<file path="src/rtl/mem_stage_ctrl.sv">
`default_nettype none
// ============================================================================
// Module      : mem_stage_ctrl
// Description : MEM-stage control. Issues the data-cache request held in the
//               EX/MEM latch, stalls the pipe until dhit, captures load data,
//               and owns the LL/SC link register with snoop invalidation.
//               Optional counters enabled by defining MEM_STAGE_STATS_EN.
// Revision    : 1.0 - initial release
// ============================================================================
module mem_stage_ctrl #(
    parameter int WORD_W   = 32,
    parameter int LINK_LSB = 2
) (
    input  logic              CLK,
    input  logic              nRST,
    input  logic              exm_dREN,
    input  logic              exm_dWEN,
    input  logic              exm_datomic,
    input  logic [WORD_W-1:0] exm_addr,
    input  logic [WORD_W-1:0] exm_store,
    input  logic              exm_halt,
    input  logic              dhit,
    input  logic [WORD_W-1:0] dmemload,
    input  logic              inv_valid,
    input  logic [WORD_W-1:0] inv_addr,
    output logic              dmemREN,
    output logic              dmemWEN,
    output logic [WORD_W-1:0] dmemaddr,
    output logic [WORD_W-1:0] dmemstore,
    output logic              mem_stall,
    output logic [WORD_W-1:0] load_data,
    output logic              load_valid,
    output logic              halt
`ifdef MEM_STAGE_STATS_EN
    ,
    output logic [31:0]       stat_loads,
    output logic [31:0]       stat_stores,
    output logic [31:0]       stat_stall_cycles
`endif
);

    localparam logic [1:0] ST_IDLE   = 2'd0;
    localparam logic [1:0] ST_ACCESS = 2'd1;
    localparam logic [1:0] ST_DONE   = 2'd2;

    localparam logic [WORD_W-1:0] WORD_ONE = {{(WORD_W-1){1'b0}}, 1'b1};

    logic [1:0]        r_state;
    logic              r_ren;
    logic              r_wen;
    logic              r_atomic;
    logic              r_sc_ok;
    logic              r_halted;
    logic [WORD_W-1:0] r_load_data;
    logic              r_link_valid;
    logic [WORD_W-1:0] r_link_addr;

    logic w_mem_op;
    logic w_op_go;
    logic w_is_sc;
    logic w_inv_link;
    logic w_inv_req;
    logic w_sc_match;
    logic w_ll_done;
    logic w_sc_done;

    assign w_mem_op = exm_dREN | exm_dWEN;
    assign w_op_go  = w_mem_op & ~r_halted;
    assign w_is_sc  = exm_dWEN & exm_datomic;

    // Link compares ignore the byte-within-word bits.
    assign w_inv_link = inv_valid & r_link_valid &
                        ((inv_addr >> LINK_LSB) == (r_link_addr >> LINK_LSB));
    assign w_inv_req  = inv_valid &
                        ((inv_addr >> LINK_LSB) == (exm_addr >> LINK_LSB));
    assign w_sc_match = r_link_valid & ~w_inv_link &
                        ((exm_addr >> LINK_LSB) == (r_link_addr >> LINK_LSB));

    assign w_ll_done = (r_state == ST_ACCESS) & dhit & r_ren & r_atomic;
    assign w_sc_done = (r_state == ST_DONE) & r_wen & r_atomic;

    always_ff @(posedge CLK or negedge nRST) begin
        if (!nRST) begin
            r_state     <= ST_IDLE;
            r_ren       <= 1'b0;
            r_wen       <= 1'b0;
            r_atomic    <= 1'b0;
            r_sc_ok     <= 1'b0;
            r_halted    <= 1'b0;
            r_load_data <= '0;
        end else begin
            case (r_state)
                ST_IDLE: begin
                    if (w_op_go) begin
                        r_ren    <= exm_dREN;
                        r_wen    <= exm_dWEN;
                        r_atomic <= exm_datomic;
                        // A failing SC never touches the cache.
                        if (w_is_sc && !w_sc_match) begin
                            r_sc_ok     <= 1'b0;
                            r_load_data <= '0;
                            r_state     <= ST_DONE;
                        end else begin
                            r_sc_ok <= w_is_sc;
                            r_state <= ST_ACCESS;
                        end
                    end else if (exm_halt && !w_mem_op) begin
                        r_halted <= 1'b1;
                    end
                end
                ST_ACCESS: begin
                    if (dhit) begin
                        if (r_sc_ok) begin
                            r_load_data <= WORD_ONE;
                        end else if (r_ren) begin
                            r_load_data <= dmemload;
                        end
                        r_state <= ST_DONE;
                    end
                end
                ST_DONE: begin
                    r_state <= ST_IDLE;
                    if (exm_halt) begin
                        r_halted <= 1'b1;
                    end
                end
                default: r_state <= ST_IDLE;
            endcase
        end
    end

    // An invalidate hitting the word being linked wins over the LL.
    always_ff @(posedge CLK or negedge nRST) begin
        if (!nRST) begin
            r_link_valid <= 1'b0;
            r_link_addr  <= '0;
        end else if (w_ll_done) begin
            r_link_valid <= ~w_inv_req;
            r_link_addr  <= exm_addr;
        end else if (w_inv_link || w_sc_done) begin
            r_link_valid <= 1'b0;
        end
    end

    always_comb begin
        dmemREN    = 1'b0;
        dmemWEN    = 1'b0;
        dmemaddr   = '0;
        dmemstore  = '0;
        mem_stall  = 1'b0;
        load_valid = 1'b0;
        case (r_state)
            ST_IDLE: begin
                mem_stall = w_op_go;
            end
            ST_ACCESS: begin
                dmemREN   = r_ren;
                dmemWEN   = r_wen;
                dmemaddr  = exm_addr;
                dmemstore = r_wen ? (r_sc_ok ? WORD_ONE : exm_store) : '0;
                mem_stall = 1'b1;
            end
            ST_DONE: begin
                load_valid = 1'b1;
            end
            default: ;
        endcase
    end

    assign load_data = r_load_data;
    assign halt      = r_halted;

`ifdef MEM_STAGE_STATS_EN
    always_ff @(posedge CLK or negedge nRST) begin
        if (!nRST) begin
            stat_loads        <= '0;
            stat_stores       <= '0;
            stat_stall_cycles <= '0;
        end else begin
            if (r_state == ST_DONE && r_ren) begin
                stat_loads <= stat_loads + 32'd1;
            end
            if (r_state == ST_DONE && r_wen && (!r_atomic || r_sc_ok)) begin
                stat_stores <= stat_stores + 32'd1;
            end
            if (mem_stall) begin
                stat_stall_cycles <= stat_stall_cycles + 32'd1;
            end
        end
    end
`endif

endmodule
`default_nettype wire

</file>
<file path="config.mk">
export PLATFORM = sky130hd
export DESIGN_NAME = mem_stage_ctrl
export DESIGN_NICKNAME = d
export VERILOG_FILES = /design/src/rtl/mem_stage_ctrl.sv
export SDC_FILE = /design/constraint.sdc
export NUM_CORES = 1
export LEC_CHECK = 0
export BUFFER_PORTS_ARGS = -buffer_cell sky130_fd_sc_hd__buf_2
export CAP_MARGIN = 20
export CELL_PAD_IN_SITES_DETAIL_PLACEMENT = 2
export CELL_PAD_IN_SITES_GLOBAL_PLACEMENT = 2
export CORE_ASPECT_RATIO = 1.25
export CORE_MARGIN = 2
export CORE_UTILIZATION = 24
export DETAILED_ROUTE_END_ITERATION = 6
export PLACE_DENSITY = 0.74
export SLEW_MARGIN = 20
export SYNTH_ARGS = -nofsm -noshare
export SYNTH_HDL_FRONTEND = slang
export SYNTH_SLANG_ARGS = --single-unit
</file>
<file path="constraint.sdc">
create_clock -name CLK -period 1.7 [get_ports CLK]
set_input_delay 0.17 -clock CLK [delete_from_list [all_inputs] [get_ports CLK]]
set_output_delay 0.17 -clock CLK [all_outputs]
set_load 0.05 [all_outputs]
</file>
-- Word-level counts from Yosys, hierarchy flattened
Cells that the tools add are included.
- eq/ne operators: 12
- multiplexer cells: 25
- bitwise logic cells: 16
- reductions and logical operators: 13
- operator list (cell ; number):
    32-bit two-way mux ; 9
    30-bit equality test ; 3
    32-bit case mux with 2 select lines ; 1
    1-bit AND ; 12
    2-bit != test (second input constant) ; 6
    1-bit two-way mux ; 9
    2-bit two-way mux ; 3
    2-bit nonzero test ; 3
    5-bit AND reduction ; 1
    1-bit case mux with 2 select lines ; 2
    2-bit case mux with 2 select lines ; 1
    2-bit AND reduction ; 2
    4-bit AND reduction ; 1
    3-bit != test (second input constant) ; 1
    1-bit inverter ; 3
    2-bit by 1-bit equality test with 1-bit output (second input constant) ; 1
    2-bit equality test (second input constant) ; 1
    1-bit logical AND ; 2
    1-bit zero test ; 2
    2-bit zero test ; 1
    1-bit logical OR ; 1
    1-bit OR ; 1
- register bits: 72
- output and inout bits: 101
- word-level logic and storage cells: 75

-- Logic depth before layout (Yosys ltp)
- word-level depth: 10
- gate-level depth with buffers: 8
- mapped depth without buffers: 5

-- Worst setup path before layout
No wires, ideal clock.
- kind: reg2reg
- start: reg r_state[0]
- end: reg r_load_data[24], in the netlist load_data[24]
- library setup time: 0.077 ns
- arrival: 1.944 ns
- data required time: 1.623 ns
- path slack: -0.321 ns
- stages on the path, launching flop included: 9
- path buffers: 3
- period minus slack after synthesis: 2.021 ns
- cell sequence: dfrtp_1 buf_6 nor2b_1 buf_2 and2_1 nor3b_2 buf_2 a22oi_2 o21ai_1
- longest elaborated chain between the ends: 3
- elaborated cells on any way between the ends: 9
- classes of those cells: 5 x eq/ne; 1 x mux; 3 x reduce/logical
- RTL lines (item ; RTL line ; text):
    from (decl) ; 48 ; logic [1:0] r_state;
    from (signal assigned) ; 84 ; r_state <= ST_IDLE;
    from (signal assigned) ; 102 ; r_state <= ST_DONE;
    from (signal assigned) ; 105 ; r_state <= ST_ACCESS;
    2-bit by 1-bit equality test with 1-bit output or 2-bit zero test (tied branches) ; 92 ; case (r_state)
    3-bit != test (no line), or another cell as far along ; -- ;
    5-bit AND reduction (no line) ; -- ;
    to (signal assigned) ; 116 ; r_load_data <= dmemload;
    to (decl) ; 54 ; logic [WORD_W-1:0] r_load_data;
Parallel ways exist; a longest one is shown, timed or not.
A chain may end at the register's enable or synchronous reset.

-- Worst setup path after layout
- start: reg r_link_addr[23]
- end: reg r_sc_ok
- longest elaborated chain between the ends: 8
- elaborated cells on any way between the ends: 9
- classes of those cells: 2 x eq/ne; 1 x mux; 4 x bitwise; 2 x reduce/logical
- RTL lines (item ; RTL line ; text):
    from (decl) ; 56 ; logic [WORD_W-1:0] r_link_addr;
    from (signal assigned) ; 139 ; r_link_addr <= exm_addr;
    30-bit equality test ; 73 ; ((inv_addr >> LINK_LSB) == (r_link_addr >> LINK_LSB));
    1-bit AND ; 72 ; assign w_inv_link = inv_valid & r_link_valid &
    1-bit inverter ; 76 ; assign w_sc_match = r_link_valid & ~w_inv_link &
    1-bit AND ; 76 ;
    1-bit AND * ; 76 ;
    1-bit zero test * ; 99 ; if (w_is_sc && !w_sc_match) begin
    1-bit logical AND * ; 99 ;
    1-bit two-way mux * ; 99 ;
    to (signal assigned) ; 104 ; r_sc_ok <= w_is_sc;
    to (decl) ; 52 ; logic r_sc_ok;
Every way passes the cells marked *; elsewhere a longest branch is shown, timed or not.

==> out/qor_table.md <==
| Item | This run | Unit |
|:---|:---|:---|
| Area occupied by registers | 0.001757 | mm² |
| HPWL reported at the end of detailed placement | 14830 | µm |
| Slew @ Worst Pin | 0.5895 | ns |
| Sequential cell area fraction in the yosys report | 38.61 | % |
| Post-route fraction of the period consumed by the critical path | 120.5 | % |
| Total setup violations reported at the end of the flow | 117 | - |
| Final std cell area, no fill | 0.008190 | mm² |
| Commonest cells after routing, fill and taps aside | sky130_fd_sc_hd__buf_2, sky130_fd_sc_hd__dfrtp_1, sky130_fd_sc_hd__buf_8 | - |
| Setup WS post-layout | -0.3490 | ns |
| Placement-stage cell area | 0.006216 | mm² |
| Max_slew headroom | 60.70 | % |
| Routed length per instance | 25.30 | µm |
| All-layer global routing usage | 23.40 | % |
| Clk buf depth | 2 | - |
| Number of distinct library cells after synthesis | 33 | - |
| Root buf cell | sky130_fd_sc_hd__clkbuf_16 | - |
| Die outline height | 157.7 | µm |
| Pwr Density | 1126 | mW/mm² |
| Clock edge transition at the registers on the reported setup and hold paths | 0.06 | ns |
| Met1 routing resource usage after global routing | 24.79 | % |
| Die X | 127.0 | µm |
| Setup TNS Final | -20.21 | ns |
| Antenna violations before repair | 2 | - |
| Congestion Overflow GR | 0 | - |
| TritonCTS clock tree | yes | - |
| Peak Freq | 488.0 | MHz |
| Clock latency of the later-clocked register in the worst-skew pair | 0.33 | ns |
| Global-route wire length before repair | 35100 | µm |
| Number of remaining DRC errors | 0 | - |
| Multi-input gate area | 0.003193 | mm² |
| Required arrival time at the worst endpoint | 1.94 | ns |
| Crit end category | flop | - |
| Fin nets | 870 | - |
| Post-Place Worst Slack | -0.3298 | ns |
| Post-synth top area share | 38.61 | % |
| DIE AREA | 0.02003 | mm² |
| Layout Area Growth over Synthesis | 80.53 | % |
| Placement row count | 56 | - |
| Largest net degree at the start of global routing | 41 | - |
| Top cells by area in the synthesized netlist | sky130_fd_sc_hd__dfrtp_1, sky130_fd_sc_hd__and2_1, sky130_fd_sc_hd__xnor2_1 | - |
| Quantity of I/O buffers inserted on ports | 234 | - |
| Yosys warns | 0 | - |
| Number of fillers in the final layout | 1928 | - |
| Launching element type of the critical path | flop | - |
| Final weighted congestion of routability-driven global placement | 0.8472 | - |
| Met3 usage in global routing | 4.630 | % |
| Number of top-level pins | 237 | - |
| Violations in the final reports | setup timing | - |
| CP Data Arrival Time | 2.29 | ns |
| Static Leak | 3.802 | nW |
| Detail-routed via count per cell | 4.954 | - |
| Inserted Clock Buffers | 9 | - |
| Slew Viols, Final | 0 | - |
| ANT nets after route | 0 | - |
| Run status | finished with violations | - |
| Post-synthesis cell area | 0.004537 | mm² |
| Number of cells produced by synthesis | 447 | - |
| Min Tclk post-route | 2.049 | ns |
| Worst clock skew on the final layout | 0.005776 | ns |
| Placeable Area | 0.01864 | mm² |
| Vias after detailed routing | 4810 | - |
| Via count of the first global-routing pass | 5610 | - |
| Reported max-cap violation count | 0 | - |
| Total count of hold-check failures in the final report | 0 | - |
| First drt pass iteration count | 4 | - |
| Post-synth top area cell | sky130_fd_sc_hd__dfrtp_1 | - |
| Crit Path Max Fanout | 8 | - |
| Post-synthesis area per instance | 10.15 | µm² |
| First DRT Iteration DRCs | 164 | - |
| H-tree depth reported by CTS | 3 | - |
| Leading cell type in the layout, fill and taps excluded | sky130_fd_sc_hd__buf_2 | - |
| Num Clock Sinks | 70 | - |
| Met2 track demand over resource | 44.39 | % |
| VDD IR max | 0.8667 | mV |
| Hold WC Path Type | in -> reg | - |
| Routed wire length | 24570 | µm |
| Initial Util | 24.34 | % |
| Path type of the worst setup path | reg -> reg | - |
| Share of layout cells above drive strength 1 | 66.12 | % |
| Number of register bits inferred by synthesis | 70 | - |
| Net count of the mapped netlist | 583 | - |
| RSZ-0062 raised after global routing | yes | - |
| Global-route layer with the greatest usage | met2 | - |
-- power by group --
part	internal, W	total (W)	switching [W]
Clock	0.00117	0.00193	0.000760
Sequential	0.00232	0.00313	0.000813
Combinational	0.00171	0.00416	0.00245
-- worst max-delay path, stage by stage, from the launching register on --
cell and delay (ns):
sky130_fd_sc_hd__dfrtp_2 0.44, sky130_fd_sc_hd__xnor2_1 0.22, sky130_fd_sc_hd__nand4_1 0.27, sky130_fd_sc_hd__nor4_4 0.39, sky130_fd_sc_hd__o211ai_4 0.13, sky130_fd_sc_hd__buf_12 0.16, sky130_fd_sc_hd__clkbuf_16 0.17, sky130_fd_sc_hd__o31ai_2 0.18
-- timing repair --
item,in CTS,in global routing
endpoints found under the hold margin,70,0
pin swaps,57,30
gates cloned,10,4
setup buffers,18,4
hold buffers,1,0
endpoints found under the setup margin,132,136
gates resized for setup,338,43
-- worst paths after layout --
check,from,end,slack (ns),cells past startpoint
setup / recovery,r_link_addr[23],r_sc_ok,-0.35,7
hold / removal,dmemload[11],load_data[11],0.07,3
setup reg to reg,r_link_addr[23],r_sc_ok,-0.35,7
hold reg to reg,load_data[0],load_data[0],0.52,2
max in group asynchronous,nRST,halt,0.74,3
min in group asynchronous,nRST,r_link_addr[13],0.45,3
-- logic make-up (layout without fill, tap and decap cells) --
group	Yosys count	after routing	synth area share (%)
xor gates and xnor gates	90	90	17.37
buffers and inverters	26	315	3.337
muxes	33	33	8.191
DFF	70	70	38.61
AOI/OAI and AO/OA	77	79	14.26
other	0	1	0
and+or+nand+nor	151	151	18.23
-- layout make-up --
type / instances / area share [%]
multi-input combinational: 353 / 38.99
timing repair buffer: 298 / 32.33
sequential: 70 / 21.45
tap: 232 / 3.544
clock buffer: 11 / 2.964
clock inverter: 4 / 0.5805
inverter: 2 / 0.1222
antenna: 1 / 0.03055
-- synth_stat cells --
cell type,n
sky130_fd_sc_hd__buf_6,5
sky130_fd_sc_hd__o21a_1,1
sky130_fd_sc_hd__a22o_4,1
sky130_fd_sc_hd__a22oi_2,30
sky130_fd_sc_hd__o211ai_2,1
sky130_fd_sc_hd__o31ai_1,2
sky130_fd_sc_hd__nor3_1,2
sky130_fd_sc_hd__or4_1,1
sky130_fd_sc_hd__nor3b_2,1
sky130_fd_sc_hd__nor2_1,11
sky130_fd_sc_hd__inv_1,2
sky130_fd_sc_hd__xnor2_1,45
sky130_fd_sc_hd__xor2_1,45
sky130_fd_sc_hd__dfrtp_1,70
sky130_fd_sc_hd__nor2b_1,3
sky130_fd_sc_hd__a32oi_1,1
sky130_fd_sc_hd__nand3_1,2
sky130_fd_sc_hd__mux2_1,9
sky130_fd_sc_hd__o21ai_1,32
sky130_fd_sc_hd__or4_4,1
sky130_fd_sc_hd__buf_2,7
sky130_fd_sc_hd__a22oi_1,1
sky130_fd_sc_hd__and2_1,64
sky130_fd_sc_hd__o211ai_1,1
sky130_fd_sc_hd__buf_4,2
sky130_fd_sc_hd__nor4_1,12
sky130_fd_sc_hd__nand2_1,39
sky130_fd_sc_hd__nand2b_1,1
sky130_fd_sc_hd__a21oi_1,4
sky130_fd_sc_hd__nand4_1,14
sky130_fd_sc_hd__o21ai_0,3
sky130_fd_sc_hd__mux2_2,24
sky130_fd_sc_hd__clkbuf_1,10
-- routing by layer --
metal,share of wire (%),up-vias
li1,-,2118
met1,36,2436
met2,55,200
met3,5.2,54
met4,4.1,2
met5,0.065,-
-- state kept, by name, indices dropped and copies added (netlist names) --
name          count
halt              1
load_data        32
r_atomic          1
r_link_addr      30
r_link_valid      1
r_ren             1
r_sc_ok           1
r_state           2
r_wen             1
-- per-stage QoR --
step	hold WS (ns)	util, %	total power, W	cells
floorplan	-0.1256	-	0.005262	447
global placement	0.2308	33.35	0.006384	925
detailed placement	0.2359	33.35	0.006598	925
CTS	0.07025	42.92	0.008934	968
global route	0.06894	43.94	0.009665	971
finish	0.07478	43.94	0.009222	971
No activity file was read; power rests on OpenSTA's default activity.
